==> src/rtl/uart_pkg.sv <==
`default_nettype none
// ============================================================================
//  Module      : uart_pkg
//  Description : Constants and types shared by the UART receiver and
//                transmitter: default clocking, frame shape, RX FSM states.
//  Revision    : 1.0 - initial release
// ============================================================================
package uart_pkg;

    // System clock and line rate shared with the transmitter side
    localparam int UART_CLK_FREQ   = 50000000;
    localparam int UART_BAUD_RATE  = 19200;
    localparam int UART_OVERSAMPLE = 16;

    // Frame shape: 8N1, LSB first
    localparam int DATA_BITS = 8;
    localparam int STOP_BITS = 1;

    // Receiver states, explicit 3-bit encoding
    typedef enum logic [2:0] {
        ST_IDLE      = 3'd0,
        ST_START     = 3'd1,
        ST_DATA      = 3'd2,
        ST_STOP      = 3'd3,
        ST_WAIT_HIGH = 3'd4
    } uart_rx_state_t;

endpackage
`default_nettype wire

==> src/rtl/uart_baud_tick.sv <==
`default_nettype none
// ============================================================================
//  Module      : uart_baud_tick
//  Description : Free-running divider producing a one-clk tick every
//                CLK_FREQ/(BAUD_RATE*OVERSAMPLE) clocks. With OVERSAMPLE=1
//                it yields one tick per bit for the transmitter.
//  Revision    : 1.0 - initial release
// ============================================================================
module uart_baud_tick #(
    parameter int CLK_FREQ   = uart_pkg::UART_CLK_FREQ,
    parameter int BAUD_RATE  = uart_pkg::UART_BAUD_RATE,
    parameter int OVERSAMPLE = uart_pkg::UART_OVERSAMPLE
) (
    input  logic clk,
    input  logic rst,
    output logic tick
);

    localparam int DIV = CLK_FREQ / (BAUD_RATE * OVERSAMPLE);
    // A divide-by-one still needs a 1-bit counter; it simply never leaves 0
    localparam int CW  = (DIV > 1) ? $clog2(DIV) : 1;
    localparam logic [CW-1:0] CNT_LAST = CW'(DIV - 1);

    logic [CW-1:0] cnt;

    // Count 0..DIV-1 and wrap
    always_ff @(posedge clk or negedge rst) begin
        if (!rst) begin
            cnt <= '0;
        end else if (cnt == CNT_LAST) begin
            cnt <= '0;
        end else begin
            cnt <= cnt + CW'(1);
        end
    end

    assign tick = (cnt == CNT_LAST);

endmodule
`default_nettype wire

==> src/rtl/uart_rx.sv <==
`default_nettype none
// ============================================================================
//  Module      : uart_rx
//  Description : 8N1 UART receiver. Oversamples the synchronized line on
//                baud ticks, checks start and stop bits, and strobes each
//                good byte (rx_valid) or a bad stop bit (frame_err).
//  Revision    : 1.0 - initial release
// ============================================================================
module uart_rx
    import uart_pkg::*;
#(
    parameter int CLK_FREQ   = UART_CLK_FREQ,
    parameter int BAUD_RATE  = UART_BAUD_RATE,
    parameter int OVERSAMPLE = UART_OVERSAMPLE
) (
    input  logic                 clk,
    input  logic                 rst,
    input  logic                 rxd,
    output logic [DATA_BITS-1:0] rx_data,
    output logic                 rx_valid,
    output logic                 frame_err,
    output logic                 busy
);

    localparam int SW = $clog2(OVERSAMPLE);
    localparam logic [SW-1:0] SCNT_MID  = SW'(OVERSAMPLE / 2 - 1);
    localparam logic [SW-1:0] SCNT_LAST = SW'(OVERSAMPLE - 1);
    localparam logic [3:0]    BIDX_LAST = 4'(DATA_BITS - 1);

    uart_rx_state_t state;
    uart_rx_state_t state_nxt;

    logic                 tick;
    logic [1:0]           sync;
    logic                 rxs;
    logic [SW-1:0]        scnt;
    logic [3:0]           bidx;
    logic [DATA_BITS-1:0] shreg;

    // Control decoded from the current state
    logic scnt_clr;
    logic scnt_inc;
    logic bidx_clr;
    logic shift_en;
    logic accept;
    logic reject;

    uart_baud_tick #(
        .CLK_FREQ   (CLK_FREQ),
        .BAUD_RATE  (BAUD_RATE),
        .OVERSAMPLE (OVERSAMPLE)
    ) u_baud_tick (
        .clk  (clk),
        .rst  (rst),
        .tick (tick)
    );

    // Two-flop synchronizer, resets to the idle-high line level
    always_ff @(posedge clk or negedge rst) begin
        if (!rst) begin
            sync <= 2'b11;
        end else begin
            sync <= {sync[0], rxd};
        end
    end

    assign rxs = sync[1];

    // State register
    always_ff @(posedge clk or negedge rst) begin
        if (!rst) begin
            state <= ST_IDLE;
        end else begin
            state <= state_nxt;
        end
    end

    // Next-state decision, evaluated only on ticks
    always_comb begin
        state_nxt = state;
        if (tick) begin
            case (state)
                ST_IDLE:      if (!rxs) state_nxt = ST_START;
                ST_START:     if (scnt == SCNT_MID) state_nxt = rxs ? ST_IDLE : ST_DATA;
                ST_DATA:      if (scnt == SCNT_LAST && bidx == BIDX_LAST) state_nxt = ST_STOP;
                ST_STOP:      if (scnt == SCNT_LAST) state_nxt = rxs ? ST_IDLE : ST_WAIT_HIGH;
                ST_WAIT_HIGH: if (rxs) state_nxt = ST_IDLE;
                default:      state_nxt = ST_IDLE;
            endcase
        end
    end

    // Datapath controls and busy flag from the current state
    always_comb begin
        busy     = (state != ST_IDLE);
        // Sample counter restarts on entry to each counted phase
        scnt_clr = tick && ((state == ST_IDLE) ||
                            (state == ST_START && scnt == SCNT_MID) ||
                            (state == ST_DATA  && scnt == SCNT_LAST) ||
                            (state == ST_STOP  && scnt == SCNT_LAST));
        scnt_inc = tick && (state == ST_START || state == ST_DATA || state == ST_STOP);
        bidx_clr = tick && (state == ST_START) && (scnt == SCNT_MID);
        shift_en = tick && (state == ST_DATA)  && (scnt == SCNT_LAST);
        accept   = tick && (state == ST_STOP)  && (scnt == SCNT_LAST) && rxs;
        reject   = tick && (state == ST_STOP)  && (scnt == SCNT_LAST) && !rxs;
    end

    // Counters, shift register and registered output strobes
    always_ff @(posedge clk or negedge rst) begin
        if (!rst) begin
            scnt      <= '0;
            bidx      <= '0;
            shreg     <= '0;
            rx_data   <= '0;
            rx_valid  <= 1'b0;
            frame_err <= 1'b0;
        end else begin
            rx_valid  <= accept;
            frame_err <= reject;
            if (scnt_clr) begin
                scnt <= '0;
            end else if (scnt_inc) begin
                scnt <= scnt + SW'(1);
            end
            if (bidx_clr) begin
                bidx <= '0;
            end else if (shift_en) begin
                bidx <= bidx + 4'd1;
            end
            // LSB arrives first, so shift right from the top
            if (shift_en) begin
                shreg <= {rxs, shreg[DATA_BITS-1:1]};
            end
            if (accept) begin
                rx_data <= shreg;
            end
        end
    end

endmodule
`default_nettype wire

==> config.mk <==
export PLATFORM = sky130hd
export DESIGN_NAME = uart_rx
export DESIGN_NICKNAME = d
export VERILOG_FILES = /design/src/rtl/uart_pkg.sv /design/src/rtl/uart_baud_tick.sv /design/src/rtl/uart_rx.sv
export SDC_FILE = /design/constraint.sdc
export NUM_CORES = 1
export LEC_CHECK = 0
export BUFFER_PORTS_ARGS = -buffer_cell sky130_fd_sc_hd__buf_2
export CAP_MARGIN = 20
export CORE_ASPECT_RATIO = 0.9
export CORE_MARGIN = 2
export CORE_UTILIZATION = 53
export DETAILED_ROUTE_END_ITERATION = 7
export PLACE_DENSITY = 0.78
export RECOVER_POWER = 100
export SETUP_SLACK_MARGIN = 0.02
export SYNTH_ARGS = -nofsm -noshare
export SYNTH_HDL_FRONTEND = slang
export SYNTH_HIERARCHICAL = 1
export SYNTH_SLANG_ARGS = --single-unit
export TNS_END_PERCENT = 50
==> constraint.sdc <==
create_clock -name clk -period 2.3 [get_ports clk]
set_input_delay 0.46 -clock clk [delete_from_list [all_inputs] [get_ports clk]]
set_output_delay 0.46 -clock clk [all_outputs]
set_load 0.1 [all_outputs]
==> impl_metrics.py, run 1 <==
metrics = {
    "power": {
        "power_frac_comb": 0.013,
        "power.internal_mw": 1.013,
        "clkPwrFrac": 0.446,
        "switchingPower_uw": 260.5,
        "ir_drop_uv": 515.5,
        "power.leakage_nw": 0.9231,
        "power_per_cell_area_mw_per_mm2": 623.7,
        "p_total_mw": 1.274,
        "p_seq_frac": 0.542,
        "power.share.switching": 0.2045,
    },
    "die": {
        "start_util": 0.5489,
        "coreArea_sq_mm": 0.003353,
        "die_h_microns": 59.91,
        "fp-row-count": 20,
        "fp.dieW_microns": 66.12,
        "io_pins": 14,
        "fp.dieArea_sq_mm": 0.003961,
    },
    "run_status": {
        "status": "finished clean",
    },
    "synthesis": {
        "synthDistinctLibCells": 43,
        "syn_area_sq_mm": 0.001841,
        "yosys_most_used_dff": "dfrtp_1",
        "synth_cells": 158,
        "yosysMostFrequentCell": "dfrtp_1",
        "yosys.area.top_type": "dfrtp_1",
        "yosysTopAreaCellShare": 0.5031,
        "synth-seq-area-share": 0.5316,
        "netlist_top_cells_area": "dfrtp_1 (50%), mux2_2 (9.2%), dfstp_2 (2.9%), ha_1 (2.7%), xnor2_1 (2.4%)",
        "syn-num-nets": 165,
        "synth-edff-count": 0,
        "synth.avg_cell_area_sq_um": 11.65,
        "synth_common_cells": "dfrtp_1 (37), mux2_2 (15), nand2_1 (10), o21ai_0 (8), inv_1 (7)",
        "yosys_warnings": 6,
        "synthArstFlopShare": 1.000,
        "synth_seq_cells": 39,
    },
    "place": {
        "port_buffers": 13,
        "hpwlAfterDp_microns": 2468,
        "place.gp.congestion": 0.8146,
        "dpl_worst_slack_ps": 176.2,
    },
    "timing": {
        "finalSetupTns_ps": 0,
        "min_period_ps": 2127,
        "fmax_mhz": 470.2,
        "finalHoldViolCount": 0,
        "setup_slack_ps": 173.3,
        "finalClockSkew_ps": 6.495,
        "worstMarginPinSlew_ps": 1170,
        "period_share": 0.9247,
        "max_slew_margin": 0.2231,
        "hold_ws_ps": 260.7,
        "rsz0062_at_grt": "false",
        "finalMaxSlewViolations": 0,
        "setup_violations": 0,
    },
    "cts": {
        "clkTransAtPathRegs_ps": 80,
        "cts_sinks": 39,
        "ctsHoldBuffers": 0,
        "clockBufferDepth": 2,
        "cts_resized": 0,
        "post_cts_buffers": 0,
        "cts_buffers": 5,
        "cts_htree_levels": 2,
        "insertion_delay_ps": 290,
        "cts_tree": "built",
        "cts-root-buf": "clkbuf_8",
    },
    "layout": {
        "syn_to_final_growth_pct": 10.95,
        "layout-drive-gt1-share": 0.2034,
        "n_antenna_cell": 0,
        "finish.net_count": 183,
    },
    "detailed_routing": {
        "drtIter0Drc": 87,
        "routed_wl_microns": 3437,
        "post_drt_via_cell_ratio": 5.611,
        "wl_per_cell_microns": 15.55,
        "drc": 0,
        "ant_nets": 0,
        "dr_total_vias": 1240,
        "firstDrtPassIters": 4,
    },
    "setup_path": {
        "crit_chain": "or3_4 > nor3_4 > or3b_1 > or4_1 > a21oi_1",
        "rr_startpoint": "u_baud_tick/cnt[6]",
        "r2r_slack_ps": 170,
        "rr_endpoint": "bidx[3]",
        "critPathMaxFanout": 5,
        "slowest_delay_ps": 490,
        "cp.arrival_ps": 2350,
        "slowest_stage": "or4_1",
        "reg2reg_depth": 5,
        "crit_type": "reg -> reg",
        "cp-end-kind": "register",
        "worst_ep_required_time_ps": 2520,
        "cp-start-kind": "register",
    },
    "grt": {
        "first_global_vias": 1207,
        "use_met2": 0.3029,
        "antenna_found_initial": 0,
        "grtUsageMet1": 0.2623,
        "met3_usage": 0.04520,
        "grt_pass1_wl_microns": 5692,
        "busiest_layer": "met2",
        "grt_max_degree": 40,
        "track_usage": 0.1937,
        "overflow": 0,
    },
    "min_path": {
        "hold_path_class": "in -> async",
    },
    "flow_run": {
        "cap_violations": 0,
    },
}
==> flip-flops by register name, indices dropped and copies added (netlist names) <==
signal / cells
rx_valid: 1
sync: 2
frame_err: 1
bidx: 4
scnt: 4
u_baud_tick/cnt: 8
shreg: 8
state: 3
rx_data: 8
==> placed cells by master, fill, tap and decap left out, types with 3 or more instances in the layout <==
master,count
o21ai_0,8
nand2_1,10
nor2_1,6
or3_1,3
ha_1,4
clkbuf_1,14
a21oi_1,5
dfrtp_1,37
xnor2_1,5
nor2b_1,4
inv_1,7
or4_1,3
o31ai_1,3
buf_4,3
mux2_2,15
nand3_1,5
clkbuf_8,5
==> stage by stage <==
| stage | utilization | cell area (sq um) | instances |
|---|---|---|---|
| 2_1_floorplan | - | 1844 | 158 |
| 3_3_place_gp | 0.5854 | 1963 | 213 |
| 3_5_place_dp | 0.5854 | 1963 | 213 |
| 4_1_cts | 0.6190 | 2076 | 221 |
| 5_1_grt | 0.6090 | 2042 | 221 |
| 6_report | 0.6090 | 2042 | 221 |
==> layer usage <==
metal  up-vias  routed length [microns]
met1       612                     1619
met4         0                       52
met2        14                     1664
met5         -                        0
li1        607                        -
met3         7                      101
==> power groups by stage <==
| stage | Sequential (mW) | Clock, mW | Combinational (mW) |
|---|---|---|---|
| detailed placement | 0.703 | 0 | 0.0169 |
| CTS | 0.690 | 0.573 | 0.0170 |
| floorplan | 0.703 | 0 | 0.00180 |
| global route | 0.690 | 0.606 | 0.0194 |
| finish | 0.690 | 0.568 | 0.0159 |
| global placement | 0.703 | 0 | 0.0163 |
==> worst max-delay path by stage <==
stage | start | endpoint | slack [ps]
5_1_grt | u_baud_tick/cnt[1] | bidx[3] | 40
2_1_floorplan | u_baud_tick/cnt[2] | bidx[3] | 60
6_report | u_baud_tick/cnt[6] | bidx[3] | 170
4_1_cts | u_baud_tick/cnt[1] | bidx[3] | 170
3_3_place_gp | u_baud_tick/cnt[1] | bidx[3] | 260
3_5_place_dp | u_baud_tick/cnt[1] | bidx[3] | 180
==> layout make-up <==
class                      count  area, sq um
fill                         282         1311
inverter                       7        26.28
timing repair buffer          20        90.09
tap                           44        55.05
clock buffer                   5        68.82
multi-input combinational    103        779.5
clock inverter                 3        43.79
sequential                    39        978.4
==> critical path: cells and delay by family (launching register included) <==
family | cells | cell delay [ps]
AND/OR/NAND/NOR | 4 | 1530
AO/OA/AOI/OAI | 1 | 140
flip-flops | 1 | 390
==> cell families after synthesis <==
kind of cell	share of synthesized area
AO/OA/AOI/OAI	0.09790
XOR/XNOR	0.02855
adder cells (fa/ha/maj)	0.02719
buffers and inverters	0.04147
flip-flops	0.5316
multiplexers	0.09721
AND/OR/NAND/NOR	0.1761
Note: power is estimated with default switching activity, not from simulation.
==> run 2: changes to the inputs <==
ABC_AREA = 1   (was unset)
PLACE_DENSITY = 0.82   (was 0.78)
==> run 2 against run 1 <==
  * Sequential cell count is the same
  * Setup slack gained 110 ps
  * Sequential power is essentially flat
  * Final cell count grew 28%
  * Routed wire length shrank 3.3%
  * Utilization shrank 0.56 points
  * Hold slack is essentially flat
  * Sequential share of layout area shrank 0.26 points
  * Clock power shrank 10%
  * Cell area grew 0.55%
  * Die area grew 3.4%
  * Area after synthesis grew 3.6%
  * Critical path type is now reg -> out
  * Largest power group unchanged
==> impl_metrics.py, run 2 <==
metrics = {
    "timing": {
        "finalClockSkew_ps": 9.464,
        "finalMaxSlewViolations": 0,
        "fmax_mhz": 495.9,
        "finalSetupTns_ps": 0,
        "setup_violations": 0,
        "max_slew_margin": 0.09931,
        "finalHoldViolCount": 0,
        "min_period_ps": 2017,
        "rsz0062_at_grt": "false",
        "worstMarginPinSlew_ps": 1351,
        "period_share": 0.8767,
    },
    "grt": {
        "grtUsageMet1": 0.2728,
        "grt_max_degree": 27,
        "grt_pass1_wl_microns": 5816,
        "track_usage": 0.1943,
        "met3_usage": 0.06122,
        "overflow": 0,
        "first_global_vias": 1305,
        "antenna_found_initial": 0,
        "use_met2": 0.2786,
        "busiest_layer": "met2",
    },
    "cts": {
        "cts_buffers": 5,
        "cts_htree_levels": 2,
        "insertion_delay_ps": 300,
        "clkTransAtPathRegs_ps": 80,
        "cts_sinks": 39,
        "cts_resized": 0,
        "ctsHoldBuffers": 0,
        "cts_tree": "built",
        "clockBufferDepth": 2,
        "post_cts_buffers": 0,
        "cts-root-buf": "clkbuf_8",
    },
    "layout": {
        "n_antenna_cell": 0,
        "syn_to_final_growth_pct": 7.677,
        "largest_registers": "rx_data: 8 flops, shreg: 8 flops, u_baud_tick/cnt: 8 flops",
        "utilization": 0.6033,
        "instances_no_fill": 282,
        "layout_common_cells": "nand2_1 (57), dfrtp_1 (37), inv_1 (26)",
        "final_common_cell": "nand2_1",
        "finish.net_count": 244,
        "layout-drive-gt1-share": 0.09664,
    },
    "synthesis": {
        "synth_common_cells": "nand2_1 (57), dfrtp_1 (37), inv_1 (26), nand3_1 (20), nor2_1 (17)",
        "netlist_top_cells_area": "dfrtp_1 (49%), nand2_1 (11%), nand3_1 (5.2%), inv_1 (5.1%), nor2_1 (3.3%)",
        "synth_cells": 218,
        "syn_area_sq_mm": 0.001907,
        "yosys.area.top_type": "dfrtp_1",
        "yosysMostFrequentCell": "nand2_1",
        "yosys_most_used_dff": "dfrtp_1",
        "syn-num-nets": 225,
        "synth-seq-area-share": 0.5131,
        "synthDistinctLibCells": 27,
        "synthArstFlopShare": 1.000,
        "yosys_warnings": 6,
        "synth.avg_cell_area_sq_um": 8.747,
        "yosysTopAreaCellShare": 0.4856,
        "synth_seq_cells": 39,
        "synth-edff-count": 0,
    },
    "die": {
        "die_h_microns": 60.91,
        "fp.dieW_microns": 67.23,
        "start_util": 0.5603,
        "coreArea_sq_mm": 0.003403,
        "fp.dieArea_sq_mm": 0.004094,
        "fp-row-count": 20,
        "io_pins": 14,
    },
    "detailed_routing": {
        "dr_total_vias": 1428,
        "drtIter0Drc": 76,
        "ant_nets": 0,
        "firstDrtPassIters": 5,
        "post_drt_via_cell_ratio": 5.064,
        "routed_wl_microns": 3323,
        "drc": 0,
        "wl_per_cell_microns": 11.78,
    },
    "setup_path": {
        "crit_type": "reg -> out",
        "cp.arrival_ps": 1560,
        "cp-start-kind": "register",
        "worst_ep_required_time_ps": 1840,
        "cp-end-kind": "output port",
        "rr_startpoint": "u_baud_tick/cnt[1]",
        "critPathMaxFanout": 6,
        "rr_endpoint": "scnt[3]",
        "reg2reg_depth": 12,
        "r2r_slack_ps": 350,
    },
    "power": {
        "power.leakage_nw": 1.009,
        "ir_drop_uv": 392.1,
        "power_per_cell_area_mw_per_mm2": 594.1,
    },
    "min_path": {
        "holdPathEnd": "sync[0]",
        "holdPathStages": 1,
        "hold_path_class": "in -> reg",
        "hp-start": "rxd",
    },
    "place": {
        "placed_cells": 274,
        "hpwlAfterDp_microns": 2343,
        "port_buffers": 13,
        "place.gp.congestion": 0.8852,
    },
    "run_status": {
        "status": "finished clean",
    },
    "flow_run": {
        "cap_violations": 0,
    },
}
## run 2: cell types whose count changed in the layout (fill, tap and decap cells not counted), sizes merged, moves of 4 or more
cell   change
o21ai     +13
or3        -4
nand2     +49
nor2b      -4
nor2      +16
buf        -4
inv       +22
mux2      -15
nand3     +18
xnor2      -4
## run 2: area by class of cell
type | instances | area (sq um)
Timing Repair Buffer | 15 | 58.81
Inverter | 29 | 108.9
Multi-Input combinational cell | 147 | 752.0
Sequential cell | 39 | 978.4
Fill cell | 316 | 1350
Tap cell | 44 | 55.05
Clock buffer | 8 | 100.1
## run 2: worst max-delay path by stage
| stage | from | slack, ps | end | depth (start not counted) |
|---|---|---|---|---|
| global route | u_baud_tick/cnt[1] | 130 | scnt[3] | 12 |
| detailed placement | u_baud_tick/cnt[1] | 400 | scnt[3] | 12 |
| CTS | u_baud_tick/cnt[1] | 320 | scnt[3] | 12 |
| floorplan | u_baud_tick/cnt[1] | 570 | scnt[1] | 12 |
| global placement | u_baud_tick/cnt[1] | 460 | scnt[1] | 11 |
| finish | state[0] | 280 | busy | 3 |
## run 2: worst max-delay path: stages (launching register included)
cell      delay, ps
dfrtp_1         460
nor2_1          310
nand2_1         100
clkbuf_2        390
## run 2: cell families (layout without fill, tap and decap cells)
family / Yosys count / in the layout / share of synthesized area
XOR/XNOR: 5 / 5 / 0.02296
buffers and inverters: 32 / 52 / 0.07086
flip-flops: 39 / 39 / 0.5131
adder cells (fa/ha/maj): 4 / 4 / 0.02625
AO/OA/AOI/OAI: 28 / 28 / 0.08989
AND/OR/NAND/NOR: 110 / 110 / 0.2769
## run 2: power by group
| part | leakage, nW | switching (mW) | internal, mW |
|---|---|---|---|
| clock | 0.0515 | 0.237 | 0.274 |
| sequential | 0.524 | 0.00273 | 0.689 |
| combinational | 0.434 | 0.0150 | 0.00262 |
| total | 1.01 | 0.255 | 0.965 |
## run 2: routing by layer
layer	routed length (microns)	vias up	part of all wire
met4	71	0	0.021
met1	1644	659	0.49
li1	-	729	-
met5	0	-	0
met2	1442	31	0.43
met3	164	9	0.049
## run 2: stage by stage
stage               instance area (sq um)  setup slack [ps]  hold WS, ps  power [mW]
floorplan                            1907             569.2        164.4      0.7061
CTS                                  2116             318.4        168.7       1.232
detailed placement                   2016             397.0        348.8      0.7250
global route                         2053             131.0        241.1       1.268
finish                               2053             283.5        260.6       1.220
global placement                     2016             464.9        347.8      0.7248
